`src/rtl/wb_regbank_responder.sv`:
```
// wb_regbank_responder
// Wishbone classic responder holding NUM_REGS read/write registers and a
// read-only status word at word address NUM_REGS. Each access is acknowledged
// after WAIT_STATES idle cycles with a single-cycle ACK.
// Optional build macro: WB_RESP_ERR_EN -- accesses above the status address
// answer with wb_ERR instead of wb_ACK.
`timescale 1ns/1ps

module wb_regbank_responder #(
  parameter int DATA_WIDTH    = 32,
  parameter int ADDRESS_WIDTH = 14,
  parameter int SEL_WIDTH     = 4,
  parameter int NUM_REGS      = 4,
  parameter int WAIT_STATES   = 0
) (
  input  logic                           clk,
  input  logic                           reset,
  input  logic                           wb_CYC,
  input  logic                           wb_STB,
  input  logic                           wb_WE,
  input  logic [ADDRESS_WIDTH-1:0]       wb_ADR,
  input  logic [DATA_WIDTH-1:0]          wb_DAT_MOSI,
  input  logic [SEL_WIDTH-1:0]           wb_SEL,
  output logic [DATA_WIDTH-1:0]          wb_DAT_MISO,
  output logic                           wb_ACK,
  output logic                           wb_ERR,
  input  logic [DATA_WIDTH-1:0]          status_in,
  output logic [NUM_REGS*DATA_WIDTH-1:0] regs_q,
  output logic [NUM_REGS-1:0]            wr_pulse
);

  typedef enum logic [1:0] {IDLE, WAIT, RESP, DONE} state_t;

  localparam logic [ADDRESS_WIDTH-1:0] STATUS_ADR = ADDRESS_WIDTH'(NUM_REGS);
  localparam logic [3:0]               WAIT_INIT  = 4'(WAIT_STATES);

  state_t                   state_q, state_d;
  logic [3:0]               ctr_q, ctr_d;
  logic                     latch, commit;
  logic                     we_q;
  logic [ADDRESS_WIDTH-1:0] adr_q;
  logic [SEL_WIDTH-1:0]     sel_q;
  logic [DATA_WIDTH-1:0]    dat_q;
  logic                     eff_we;
  logic [ADDRESS_WIDTH-1:0] eff_adr;
  logic [SEL_WIDTH-1:0]     eff_sel;
  logic [DATA_WIDTH-1:0]    eff_dat;
  logic [DATA_WIDTH-1:0]    regs_r [NUM_REGS];
  logic [DATA_WIDTH-1:0]    rd_data;
  logic [DATA_WIDTH-1:0]    miso_q;
  logic [NUM_REGS-1:0]      pulse_q;

  // Next-state logic: decides when a request is taken, counted down and committed.
  always_comb begin
    state_d = state_q;
    ctr_d   = ctr_q;
    latch   = 1'b0;
    commit  = 1'b0;
    case (state_q)
      IDLE: begin
        if (wb_CYC && wb_STB) begin
          latch = 1'b1;
          ctr_d = WAIT_INIT;
          if (WAIT_STATES == 0) begin
            state_d = RESP;
            commit  = 1'b1;
          end else begin
            state_d = WAIT;
          end
        end
      end
      WAIT: begin
        if (!wb_CYC) begin
          state_d = IDLE;
          ctr_d   = 4'd0;
        end else begin
          ctr_d = ctr_q - 4'd1;
          if (ctr_q == 4'd1) begin
            state_d = RESP;
            commit  = 1'b1;
          end
        end
      end
      RESP: state_d = DONE;
      DONE: begin
        if (!wb_CYC || !wb_STB) state_d = IDLE;
      end
      default: state_d = IDLE;
    endcase
  end

  // Zero-wait commits happen on the request edge itself, so use the live bus then.
  always_comb begin
    if (state_q == IDLE) begin
      eff_we  = wb_WE;
      eff_adr = wb_ADR;
      eff_sel = wb_SEL;
      eff_dat = wb_DAT_MOSI;
    end else begin
      eff_we  = we_q;
      eff_adr = adr_q;
      eff_sel = sel_q;
      eff_dat = dat_q;
    end
  end

  // Read mux: registers, then status word; anything else reads as zero.
  always_comb begin
    rd_data = '0;
    for (int k = 0; k < NUM_REGS; k++) begin
      if (eff_adr == ADDRESS_WIDTH'(k)) rd_data = regs_r[k];
    end
    if (eff_adr == STATUS_ADR) rd_data = status_in;
  end

  // State register and wait counter.
  always_ff @(posedge clk) begin
    if (reset) begin
      state_q <= IDLE;
      ctr_q   <= 4'd0;
    end else begin
      state_q <= state_d;
      ctr_q   <= ctr_d;
    end
  end

  // Capture the request so it survives the wait states.
  always_ff @(posedge clk) begin
    if (reset) begin
      we_q  <= 1'b0;
      adr_q <= '0;
      sel_q <= '0;
      dat_q <= '0;
    end else if (latch) begin
      we_q  <= wb_WE;
      adr_q <= wb_ADR;
      sel_q <= wb_SEL;
      dat_q <= wb_DAT_MOSI;
    end
  end

  // Register writes, write pulses and read data, all valid only for the response cycle.
  always_ff @(posedge clk) begin
    if (reset) begin
      for (int k = 0; k < NUM_REGS; k++) regs_r[k] <= '0;
      miso_q  <= '0;
      pulse_q <= '0;
    end else begin
      miso_q  <= '0;
      pulse_q <= '0;
      if (commit) begin
        if (eff_we) begin
          for (int k = 0; k < NUM_REGS; k++) begin
            if (eff_adr == ADDRESS_WIDTH'(k)) begin
              pulse_q[k] <= 1'b1;
              for (int b = 0; b < SEL_WIDTH; b++) begin
                if (eff_sel[b]) regs_r[k][b*8 +: 8] <= eff_dat[b*8 +: 8];
              end
            end
          end
        end else begin
          miso_q <= rd_data;
        end
      end
    end
  end

  for (genvar k = 0; k < NUM_REGS; k++) begin : g_regs_out
    assign regs_q[k*DATA_WIDTH +: DATA_WIDTH] = regs_r[k];
  end

  assign wb_DAT_MISO = miso_q;
  assign wr_pulse    = pulse_q;

`ifdef WB_RESP_ERR_EN
  logic err_q;

  // Remember whether the committed access was above the status address.
  always_ff @(posedge clk) begin
    if (reset)       err_q <= 1'b0;
    else if (commit) err_q <= (eff_adr > STATUS_ADR);
  end

  assign wb_ACK = (state_q == RESP) && !err_q;
  assign wb_ERR = (state_q == RESP) &&  err_q;
`else
  assign wb_ACK = (state_q == RESP);
  assign wb_ERR = 1'b0;
`endif

endmodule

```
`config.mk`:
```
export PLATFORM = sky130hd
export DESIGN_NAME = wb_regbank_responder
export DESIGN_NICKNAME = d
export VERILOG_FILES = /design/src/rtl/wb_regbank_responder.sv
export SDC_FILE = /design/constraint.sdc
export NUM_CORES = 1
export LEC_CHECK = 0
export ABC_AREA = 1
export BUFFER_PORTS_ARGS = -buffer_cell sky130_fd_sc_hd__buf_4
export CAP_MARGIN = 20
export CORE_MARGIN = 4
export CORE_UTILIZATION = 53
export DETAILED_ROUTE_END_ITERATION = 8
export HOLD_SLACK_MARGIN = 0.1
export PLACE_DENSITY = 0.82
export SLEW_MARGIN = 40
export SYNTH_ARGS = -nofsm -noshare
export SYNTH_HDL_FRONTEND = slang
export SYNTH_SLANG_ARGS = --single-unit
```
`constraint.sdc`:
```
create_clock -name clk -period 3.1 [get_ports clk]
set_input_delay 0.465 -clock clk [delete_from_list [all_inputs] [get_ports clk]]
set_output_delay 0.465 -clock clk [all_outputs]
set_load 0.005 [all_outputs]
```
Word-level counts from Yosys, hierarchy flattened. Memory sizes are Yosys's and may differ from the RTL's. Index checks and enable logic that the tools add are counted. Widths: inputs -> output; s select.

Eq/ne operators: 11. Reductions and logical operators: 11. Bitwise gates (word level): 18. Multiplexer cells: 128. Add/subtract/negate cells: 1.

Operators with widths (number): $mux 32 (6); $mux 8 (16); $mux 1 (95); $eq 14x2->1 const B (2); $or 1x1->1 (16); $eq 14x1->1 const B (1); $eq 14x3->1 const B (1); $logic_not 14->1 (1); $mux 14 (1); $mux 4 (3); $mux 2 (4); $pmux 2 s4 (1); $pmux 4 s2 (1); $reduce_or 3->1 (2); $eq 2x2->1 const B (2); $eq 4x1->1 const B (1); $ne 2x2->1 const B (2); $sub 4x1->4 const B (1); $ne 3x3->1 const B (1); $reduce_and 3->1 (1); $eq 2x1->1 const B (1); $logic_not 1->1 (2); $logic_not 2->1 (1); $not 1->1 (2); 5 further kinds (5).

Memory bits (writable): 128. Memories kept: 1. Bits in registers: 93.

Memory list: regs_r (words 4, bits a word 32, rd ports 4, clocked after memory_dff 0, wr ports 4, line 48) `logic [DATA_WIDTH-1:0] regs_r [NUM_REGS];`.

Longest topological paths before layout. Gate-level depths: netlist of the first run.

Word-level depth: 9. Depth in mapped cells: 13. Mapped depth without buffers: 11.

Least setup slack after synthesis of the first run. No wires, ideal clock.

Kind: register to register. Start: reg state_q[0]. End: mem regs_r[3][0], enable pin. Clock period less this slack: 2.380 ns. Path buffers: 2. Slack: 0.720 ns. Arrival time: 1.996 ns. Library setup time: 0.384 ns. Required time: 2.716 ns. Stages on the path, launching flop included: 10. Path through: dfxtp_1 nor2_4 nand2_1 nand2_1 nand2_1 nor2_4 nand3_1 buf_4 buf_2 o21ai_0.

RTL lines: from (decl) (line 37) `state_t state_q, state_d;`; from (signal assigned) (line 122) `state_q <= state_d;`; to (decl) (line 48).

Worst setup path in the final report of the first run.
Start: reg state_q[0]. End: reg miso_q[23], in the netlist wb_DAT_MISO[23].

Longest elaborated chain between the ends: 8. Elaborated cells on any way between the ends: 17. Classes of those cells: eq/ne: 5; mux: 8; bitwise: 1; reduce/logical: 3.

Ends and longest elaborated chain: $logic_not 2->1 (line 59, 94); $mux 14 (line 94) `if (state_q == IDLE) begin`; $logic_not 14->1 (line 111) `if (eff_adr == ADDRESS_WIDTH'(k)) rd_data = regs_r[k];`; $mux 32 (4 in a row) (line 111); $mux 32 (line 113) `if (eff_adr == STATUS_ADR) rd_data = status_in;`; to (signal assigned) (line 162) `miso_q <= rd_data;`; to (decl) (line 50) `logic [DATA_WIDTH-1:0] miso_q;`.

Parallel ways exist; a longest one is shown, timed or not. A chain may end at the register's enable or synchronous reset.

==> results of run 1 <==
## cells in the mapped netlist
| cell | instances |
|---|---|
| a211oi_1 | 2 |
| a21oi_1 | 80 |
| a21oi_2 | 1 |
| a221oi_1 | 1 |
| and2_1 | 2 |
| buf_1 | 3 |
| buf_2 | 21 |
| buf_4 | 8 |
| buf_6 | 1 |
| clkbuf_1 | 30 |
| conb_1 | 1 |
| dfxtp_1 | 93 |
| edfxtp_1 | 128 |
| ha_1 | 2 |
| inv_1 | 93 |
| inv_2 | 9 |
| nand2_1 | 182 |
| nand2_2 | 10 |
| nand2_4 | 6 |
| nand3_1 | 73 |
| nand3_2 | 1 |
| nand4_1 | 1 |
| nor2_1 | 257 |
| nor2_2 | 10 |
| nor2_4 | 7 |
| nor2_8 | 2 |
| nor3_1 | 3 |
| o211ai_1 | 32 |
| o21ai_0 | 95 |
| o21ai_1 | 9 |
| o21ai_2 | 1 |
| or2_2 | 3 |
| xor2_1 | 1 |
## state kept, by name, summed over array words and instances, names as in the netlist
signal       flops
regs_r         128
dat_q           32
adr_q           14
state_q          2
wb_DAT_MISO     32
sel_q            4
ctr_q            4
wr_pulse         4
we_q             1
## power by group
group	switching [mW]	internal, mW	total (mW)	leakage (nW)
clock network	1.08	1.60	2.68	0.374
registers	0.0913	3.25	3.34	2.08
logic	1.14	0.463	1.60	3.10
## logic make-up after synthesis
family | Yosys count
simple gates | 557
other cells | 1
fa+ha+maj | 2
xor+xnor | 1
flops | 221
buf+inv | 165
compound gates | 221
## final timing paths
kind / from / depth (start not counted) / slack, ns / endpoint
setup / recovery: state_q[0] / 11 / 0.38 / wb_DAT_MISO[23]
hold / removal: reset / 2 / 0.20 / sel_q[3]
setup reg to reg: state_q[0] / 11 / 0.38 / wb_DAT_MISO[23]
hold reg to reg: dat_q[2] / 2 / 0.45 / dat_q[2]
## per-stage QoR
| stage | hold slack, ns | utilization (%) | std cells | setup WS, ns | cell area [µm²] |
|---|---|---|---|---|---|
| 6_report | 0.203 | 69.1 | 1658 | 0.378 | 12900 |
| 5_1_grt | 0.197 | 69.1 | 1658 | 0.227 | 12900 |
| 4_1_cts | 0.188 | 69.1 | 1658 | 0.412 | 12900 |
| 3_5_place_dp | 0.442 | 65.1 | 1617 | 0.449 | 12100 |
| 3_3_place_gp | 0.436 | 65.1 | 1617 | 0.536 | 12100 |
| 2_1_floorplan | 0.430 | - | 1168 | 0.720 | 10000 |
## layout make-up
cell class | count | area (µm²)
clock buffer | 34 | 682
clock inverter | 7 | 62.6
inverter | 102 | 383
sequential | 221 | 5710
fill | 1451 | 5760
timing repair buffer | 278 | 2110
tap | 234 | 293
multi-input combinational | 782 | 3640
## routing by layer
| layer | part of all wire [%] | routed length (µm) | GRT usage (%) |
|---|---|---|---|
| met1 | 39 | 11100 | 31.9 |
| met2 | 48 | 13700 | 43.8 |
| met3 | 8.2 | 2310 | 5.01 |
| met4 | 4.2 | 1200 | 11.3 |
| met5 | 0 | 0 | 0 |
==> metrics.yaml, run 1 <==
route:
  wl_per_cell_um: 17.0
  post-route-drc-count: 0
  drt_first_pass_iters: 6
  vias: 8904
  postRouteAntennaNets: 0
  drt-initial-drc-count: 660
  wirelength_mm: 28.3
  via_per_inst: 5.37
clock_tree:
  holdBufCountCts: 0
  cts_root_buf: "clkbuf_16"
  cts.path.max_buffers: 3
  cts_tree: "yes"
  ctsHtreeMaxLevel: 1
  cts_buffers: 23
  worst_skew_pair.late_latency_ns: 0.49
  path_clk_slew_ns: 0.06
  cts.sinks: 221
  cts_setup_buffers: 0
  post_cts_resize_count: 0
synthesis:
  yosys.area_share.adder_pct: 0.250
  syn-cell-area_um2: 10000
  synthMuxAreaShare_pct: 0
  yosys_warnings: 0
  synth_top_cell_by_area: "edfxtp_1"
  syn_nets: 1257
  synth_compound_area_share_pct: 12.0
  avgSynthCellArea_um2: 8.58
  postSynthCellCount: 1168
  yosys.cell_types.count: 33
  yosysTopAreaCellShare_pct: 38.4
  synth_top_family_by_area: "simple AND/OR/NAND/NOR gates"
  ys_ff_latch: 221
  synth-xor-area-share_pct: 0.0874
  synth-simple-area-share_pct: 23.8
  yosysSeqAreaShare_pct: 57.0
  synth_area_leaders: "edfxtp_1, dfxtp_1, nor2_1"
worst_setup_path:
  worstPathMaxFanout: 64
  worstPathArrival_ns: 3.13
  worstSetupPathType: "flop to flop"
  crit_path_end_kind: "flop"
  cp_common_cell: "nand2_1"
  crit_path_start_kind: "flop"
  max_stage_delay_ns: 0.57
  crit_chain: "inv_2 -> nand2_2 -> nand2_1 -> nand2_1 -> nand2_1 -> nor2_4 -> buf_4 -> nand3_1 -> nand3_1 -> nand2_1 -> a21oi_1"
  crit_slowest_cell: "buf_4"
  critPathBufInv: 2
  cpLargestDelayFamily: "simple AND/OR/NAND/NOR gates"
  worst_ep_required_time_ns: 3.51
pwr:
  peakVddDrop_mv: 0.456
  power_density_nw_per_um2: 592
  p_leak_nw: 5.55
  power_mw: 7.63
sta:
  setup_violations: 0
  final.setup.tns_ns: 0
  fmax_mhz: 367
  fin_crit_sh_pct: 87.8
  min_period_ns: 2.72
  finalMaxSlewViolations: 0
  slew_headroom_pct: 41.6
  rsz0062_at_grt: "false"
  tightest_slew_ns: 0.867
  fin_skew_ns: 0.00879
  finalHoldViolCount: 0
grt:
  antenna_found_initial: 0
  grt_max_degree: 74
  grt_pass1_wl_mm: 44.4
  first_global_vias: 8450
  track_usage_pct: 25.7
  grt-ovfl-total: 0
floorplanning:
  core_area_um2: 18600
  die_y_um: 145
  die_area_um2: 21200
  io_pins: 253
  fp.dieW_um: 145
  row_count: 50
  initial_core_util_pct: 53.7
final_layout:
  drive_above_1_share_pct: 25.8
  syn_to_final_growth_pct: 28.6
  fin_nets: 1497
  final_common_cell: "buf_4"
  num_antenna_cells: 0
  final_cell_mix: "buf_4, nor2_1, nand2_1"
placement:
  gp_congestion: 0.879
  port_buffers: 251
  dp.final_hpwl_mm: 20.3
outcome:
  status: "completed"
hold_path:
  hold_class: "input pin to flop"
job:
  drv_cap: 0
No activity file was read; power rests on OpenSTA's default activity.
==> inputs of run 2 (changes only) <==
ABC_AREA = not set   (was 1)
==> run 2 against run 1 <==
- sequential cell count did not move
- clock power fell by 4%
- largest cell class unchanged
- critical path depth fell by 5
- core utilization rose by 1.5 points
- critical path type unchanged
- die area fell by 5.5%
==> metrics.yaml, run 2 <==
grt:
  track_usage_pct: 26.0  # +0.29 points
  first_global_vias: 7497  # -11%
  grt_pass1_wl_mm: 41.0  # -7.7%
  grt_max_degree: 65  # -12%
  antenna_found_initial: 0  # unchanged
  grt-ovfl-total: 0  # unchanged
placement:
  port_buffers: 251  # unchanged
  dp.final_hpwl_mm: 19.0  # -6.7%
  gp_congestion: 0.864  # -1.7%
worst_setup_path:
  crit_chain: "nor2_8 -> mux2i_2 -> nor3b_1 -> and2_1 -> buf_4 -> a22o_1"
  worst_ep_required_time_ns: 3.54  # +0.03 ns
  worstPathMaxFanout: 22  # -66%
  crit_slowest_cell: "mux2i_2"
  cpLargestDelayFamily: "simple AND/OR/NAND/NOR gates"
  critPathBufInv: 1  # -1
  crit_path_start_kind: "flop"
  reg2reg_from: "state_q[1]"
  regToRegEndpoint: "wb_DAT_MISO[9]"
  r2r_slack_ns: 0.27  # -0.11 ns
  max_stage_delay_ns: 0.61  # +0.04 ns
  worstSetupPathDepth: 6  # -5
  reg2reg_depth: 6  # -5
  worstPathArrival_ns: 3.27  # +0.14 ns
  crit_path_end_kind: "flop"
  worstSetupPathType: "flop to flop"
hold_path:
  hold_class: "input pin to flop"
  hp-start: "status_in[26]"
  min_to: "wb_DAT_MISO[26]"
  min_path_cells: 2  # unchanged
route:
  postRouteAntennaNets: 0  # unchanged
  wl_per_cell_um: 20.3  # +19%
  post-route-drc-count: 0  # unchanged
  wirelength_mm: 27.1  # -4.2%
  drt-initial-drc-count: 493  # -25%
  via_per_inst: 5.69  # +5.9%
  drt_first_pass_iters: 5  # -1
  vias: 7601  # -15%
sta:
  fin_crit_sh_pct: 91.3  # +3.5 points
  finalMaxSlewViolations: 0  # unchanged
  finalHoldViolCount: 0  # unchanged
  fmax_mhz: 353  # -3.8%
  min_period_ns: 2.83  # +0.108 ns
  hold_slack_ns: 0.182  # -0.0211 ns
  tightest_slew_ns: 0.693  # -0.174 ns
  setup_violations: 0  # unchanged
  slew_headroom_pct: 53.8  # +12 points
  final.setup.tns_ns: 0  # unchanged
  fin_skew_ns: 0.00808  # -0.000715 ns
  rsz0062_at_grt: "false"
pwr:
  peakVddDrop_mv: 0.446  # -2.2%
  power_mw: 6.65  # -13%
  power_density_nw_per_um2: 543  # -8.4%
  p_leak_nw: 5.22  # -6.0%
synthesis:
  postSynthCellCount: 853  # -27%
  synth_area_leaders: "edfxtp_1, dfxtp_1, nor2_1"
  yosysTopAreaCellShare_pct: 40.7  # +2.4 points
  yosysSeqAreaShare_pct: 60.5  # +3.5 points
  synth-edff-count: 128  # unchanged
  yosys-top-cells-count: "nor2_1, edfxtp_1, nand2_1"
  yosysMostFrequentCell: "nor2_1"
  avgSynthCellArea_um2: 11.1  # +29%
  syn-cell-area_um2: 9440  # -5.8%
  yosys.cell_types.count: 47  # +42%
  ys_ff_latch: 221  # unchanged
  async_flop_share_pct: 0  # unchanged
  synth_top_cell_by_area: "edfxtp_1"
  ys.flop_type: "edfxtp_1"
  yosys_warnings: 0  # unchanged
  syn_nets: 942  # -25%
clock_tree:
  worst_skew_pair.late_latency_ns: 0.50  # about the same
  post_cts_resize_count: 0  # unchanged
  path_clk_slew_ns: 0.06  # about the same
  cts_buffers: 23  # unchanged
  cts_root_buf: "clkbuf_16"
  cts_tree: "yes"
  cts.sinks: 221  # unchanged
  ctsHtreeMaxLevel: 1  # unchanged
  holdBufCountCts: 0  # unchanged
  cts.path.max_buffers: 3  # unchanged
  cts_setup_buffers: 0  # unchanged
final_layout:
  num_antenna_cells: 0  # unchanged
  final_cell_mix: "buf_4, nor2_1, edfxtp_1"
  multi_input_area_um2: 3490  # -4.0%
  fin_nets: 1184  # -21%
  seq_area_um2: 5710  # unchanged
  final_common_cell: "buf_4"
  largest_reg_flops: 128  # unchanged
  fillers: 1260  # -13%
  drive_above_1_share_pct: 32.5  # +6.7 points
  top_register: "regs_r"
  syn_to_final_growth_pct: 29.8
job:
  drv_cap: 0  # unchanged
floorplanning:
  die_area_um2: 20000  # -5.5%
  fp.dieW_um: 141  # -2.8%
  io_pins: 253  # unchanged
  die_y_um: 141  # -2.8%
  initial_core_util_pct: 54.4  # +0.64 points
  row_count: 48  # -4.0%
  core_area_um2: 17400  # -6.9%
outcome:
  status: "completed"
-- run 2: cell count changes after synthesis, moves of 32 or more --
cell and delta:
o211ai_1 -32, inv_1 -91, nand3_1 -72, a22oi_1 +32, a2bb2oi_1 +32, nor2_1 -120, o21ai_0 -60, a22o_1 +32
mux2i_1 +38, nand2_1 -69
-- run 2: worst max-delay path by stage --
stage          startpoint        endpoint  slack, ns
2_1_floorplan  wb_ADR[11]    regs_r[3][0]       0.63
3_3_place_gp   state_q[1]  wb_DAT_MISO[7]       0.33
3_5_place_dp   wb_ADR[11]   regs_r[1][12]       0.21
4_1_cts        state_q[0]  wb_DAT_MISO[9]       0.26
5_1_grt        state_q[0]    regs_r[0][6]       0.07
6_report       state_q[1]  wb_DAT_MISO[9]       0.27
-- run 2: cell families (layout without fill, tap and decap cells) --
kind of cell	after synthesis	count (layout)	synth area share (%)
AOI/OAI and AO/OA	214	214	16.3
adders and majority gates	2	2	0.265
buffers and inverters	61	319	2.86
DFF	221	221	60.5
muxes	41	41	4.42
other	1	1	0.0397
and+or+nand+nor	313	313	15.6
-- run 2: stage by stage --
step / worst slack (ns) / util, % / cells / cell area, µm²
global route: 0.0715 / 70.6 / 1336 / 12300
floorplan: 0.630 / - / 853 / 9440
detailed placement: 0.211 / 66.6 / 1295 / 11600
global placement: 0.328 / 66.5 / 1293 / 11500
CTS: 0.262 / 70.6 / 1336 / 12300
finish: 0.271 / 70.6 / 1336 / 12300
-- run 2: worst register-to-register path: stages, from the launching register on --
cell and delay (ns):
dfxtp_1 0.46, nor2_8 0.37, mux2i_2 0.61, nor3b_1 0.30, and2_1 0.46, buf_4 0.38, a22o_1 0.20
-- run 2: area by class of cell --
class	instances	share of cell area, %
sequential	221	46.6
inverter	5	0.153
tap	225	2.30
multi-input combinational	571	28.5
clock buffer	33	5.33
timing repair buffer	273	16.8
clock inverter	8	0.368
-- run 2: power breakdown --
group / leakage, nW / internal (mW) / switching, mW / total [mW]
combinational: 2.80 / 0.357 / 0.465 / 0.822
sequential: 2.07 / 3.19 / 0.0709 / 3.26
clock: 0.345 / 1.47 / 1.10 / 2.57
total: 5.22 / 5.02 / 1.64 / 6.65
-- run 2: per-layer routing --
layer	global-route usage, %	up-vias	wire (µm)
li1	-	3549	-
met1	33.9	3636	10800
met2	44.2	358	13300
met3	4.62	58	2170
met4	8.43	0	790
met5	0	-	0
==> inputs of run 3 (changes only) <==
PLACE_DENSITY = 0.87   (was 0.82)
==> run 3 against run 2 <==
- worst hold slack improved by 0.0056 ns
- clock power about the same
- sequential power about the same
- sequential share of layout area unchanged
- via count increased by 2.7%
- non-clock buffer count unchanged
- largest power group unchanged
==> metrics.yaml, run 3 (synthesis gave the netlist of run 2 again) <==
clock_tree:
  post_cts_resize_count: 0  # unchanged
  cts.path.max_buffers: 3  # unchanged
  ctsHtreeMaxLevel: 1  # unchanged
  cts_tree: "yes"
  cts_buffers: 23  # unchanged
  cts_root_buf: "clkbuf_16"
  path_clk_slew_ns: 0.06  # about the same
  cts_setup_buffers: 0  # unchanged
  holdBufCountCts: 0  # unchanged
  worst_skew_pair.late_latency_ns: 0.49  # about the same
  cts.sinks: 221  # unchanged
worst_setup_path:
  crit_slowest_cell: "a2111oi_4"
  cpLargestDelayFamily: "simple AND/OR/NAND/NOR gates"
  crit_path_end_kind: "flop"
  crit_chain: "nor2_8 -> nand4_2 -> a2111oi_4 -> nand2_2 -> nor2_1"
  max_stage_delay_ns: 0.70  # +0.09 ns
  worst_ep_required_time_ns: 3.43  # -0.11 ns
  crit_path_start_kind: "flop"
  r2r_slack_ns: 0.16  # -0.12 ns
  worstSetupPathType: "flop to flop"
  worstPathMaxFanout: 25  # +14%
  critPathBufInv: 0  # -1
  worstPathArrival_ns: 3.28  # about the same
floorplanning:
  die_area_um2: 20000  # unchanged
  io_pins: 253  # unchanged
  initial_core_util_pct: 54.4  # unchanged
  fp.dieW_um: 141  # unchanged
  die_y_um: 141  # unchanged
  core_area_um2: 17400  # unchanged
  row_count: 48  # unchanged
grt:
  antenna_found_initial: 0  # unchanged
  grt-ovfl-total: 0  # unchanged
  first_global_vias: 7669  # +2.3%
  grt_pass1_wl_mm: 42.1  # +2.6%
  grt_max_degree: 65  # unchanged
  track_usage_pct: 26.5  # +0.50 points
route:
  postRouteAntennaNets: 0  # unchanged
  drt_first_pass_iters: 5  # unchanged
  vias: 7806  # +2.7%
  wirelength_mm: 27.5  # +1.8%
  drt-initial-drc-count: 640  # +30%
  post-route-drc-count: 0  # unchanged
  via_per_inst: 5.85  # +2.8%
  wl_per_cell_um: 20.6  # +1.9%
sta:
  finalMaxSlewViolations: 0  # unchanged
  fin_skew_ns: 0.00780  # -0.000270 ns
  slew_headroom_pct: 57.2  # +3.4 points
  final.setup.tns_ns: 0  # unchanged
  fmax_mhz: 340  # -3.9%
  min_period_ns: 2.94  # +0.115 ns
  setup_slack_ns: 0.156  # -0.115 ns
  tightest_slew_ns: 0.642  # -0.0508 ns
  fin_crit_sh_pct: 95.0  # +3.7 points
  rsz0062_at_grt: "false"
  setup_violations: 0  # unchanged
  finalHoldViolCount: 0  # unchanged
  hold_slack_ns: 0.187  # +0.00562 ns
pwr:
  peakVddDrop_mv: 0.479  # +7.5%
  clock_power_share_pct: 38.7  # about the same
  switching_share_pct: 24.1  # -0.51 points
  netSwitchingPower_mw: 1.61  # -1.6%
  seqPwrFrac_pct: 48.9  # -0.2 points
  internal_power_mw: 5.07  # +1.1%
  power_density_nw_per_um2: 545  # +0.43%
  pwr-share-comb_pct: 12.4  # about the same
  p_leak_nw: 5.22  # about the same
outcome:
  status: "completed"
final_layout:
  drive_above_1_share_pct: 32.2  # -0.33 points
  top_register: "regs_r"
  fin_nets: 1184  # unchanged
  final_common_cell: "buf_4"
  final_util_pct: 70.6  # unchanged
  layoutNonFillerInstCount: 1335  # -0.075%
  largest_reg_flops: 128  # unchanged
  syn_to_final_growth_pct: 29.8  # unchanged
  num_antenna_cells: 0  # unchanged
  final_cell_mix: "buf_4, nor2_1, edfxtp_1"
job:
  drv_cap: 0  # unchanged
placement:
  dp.final_hpwl_mm: 19.8  # +4.6%
  gp_congestion: 0.892  # +3.2%
  port_buffers: 251  # unchanged
  pre_cts_ws_ns: 0.207  # -0.00399 ns
  numPlacedInstances: 1295  # unchanged
hold_path:
  hold_class: "input pin to flop"
-- run 3: per-stage QoR --
stage / cell area (µm²) / power [mW]
after floorplan: 9440 / 3.77
after global placement: 11500 / 4.12
after detailed placement: 11500 / 4.14
after CTS: 12300 / 6.68
after global routing: 12300 / 6.90
final: 12300 / 6.68
-- run 3: power groups by stage --
stage               clock (mW)  combinational, mW  sequential, mW
floorplan                    0              0.465            3.31
global placement             0              0.794            3.32
detailed placement           0              0.816            3.33
CTS                       2.60              0.823            3.26
global route              2.73              0.890            3.27
finish                    2.59              0.828            3.27
-- run 3: cell type report --
type	count	area [µm²]
fillers	1203	5100
well taps	225	282
flip-flops and latches	221	5710
clock inverters	7	55.1
multi-input cells	571	3490
clock buffers	33	647
inverters	5	18.8
repair buffers	273	2050
-- run 3: path summary, 6_finish.rpt --
kind	startpoint	to	cells past startpoint
max	state_q[1]	regs_r[1][10]	5
min	status_in[8]	wb_DAT_MISO[8]	2
max reg2reg	state_q[1]	regs_r[1][10]	5
min reg2reg	dat_q[31]	dat_q[31]	2
-- run 3: layer usage --
layer / vias up / share of wire, % / track usage [%]
li1: 3550 / - / -
met1: 3779 / 38 / 33.3
met2: 406 / 50 / 45.9
met3: 71 / 8.6 / 4.65
met4: 0 / 3.5 / 9.90
met5: - / 0 / 0
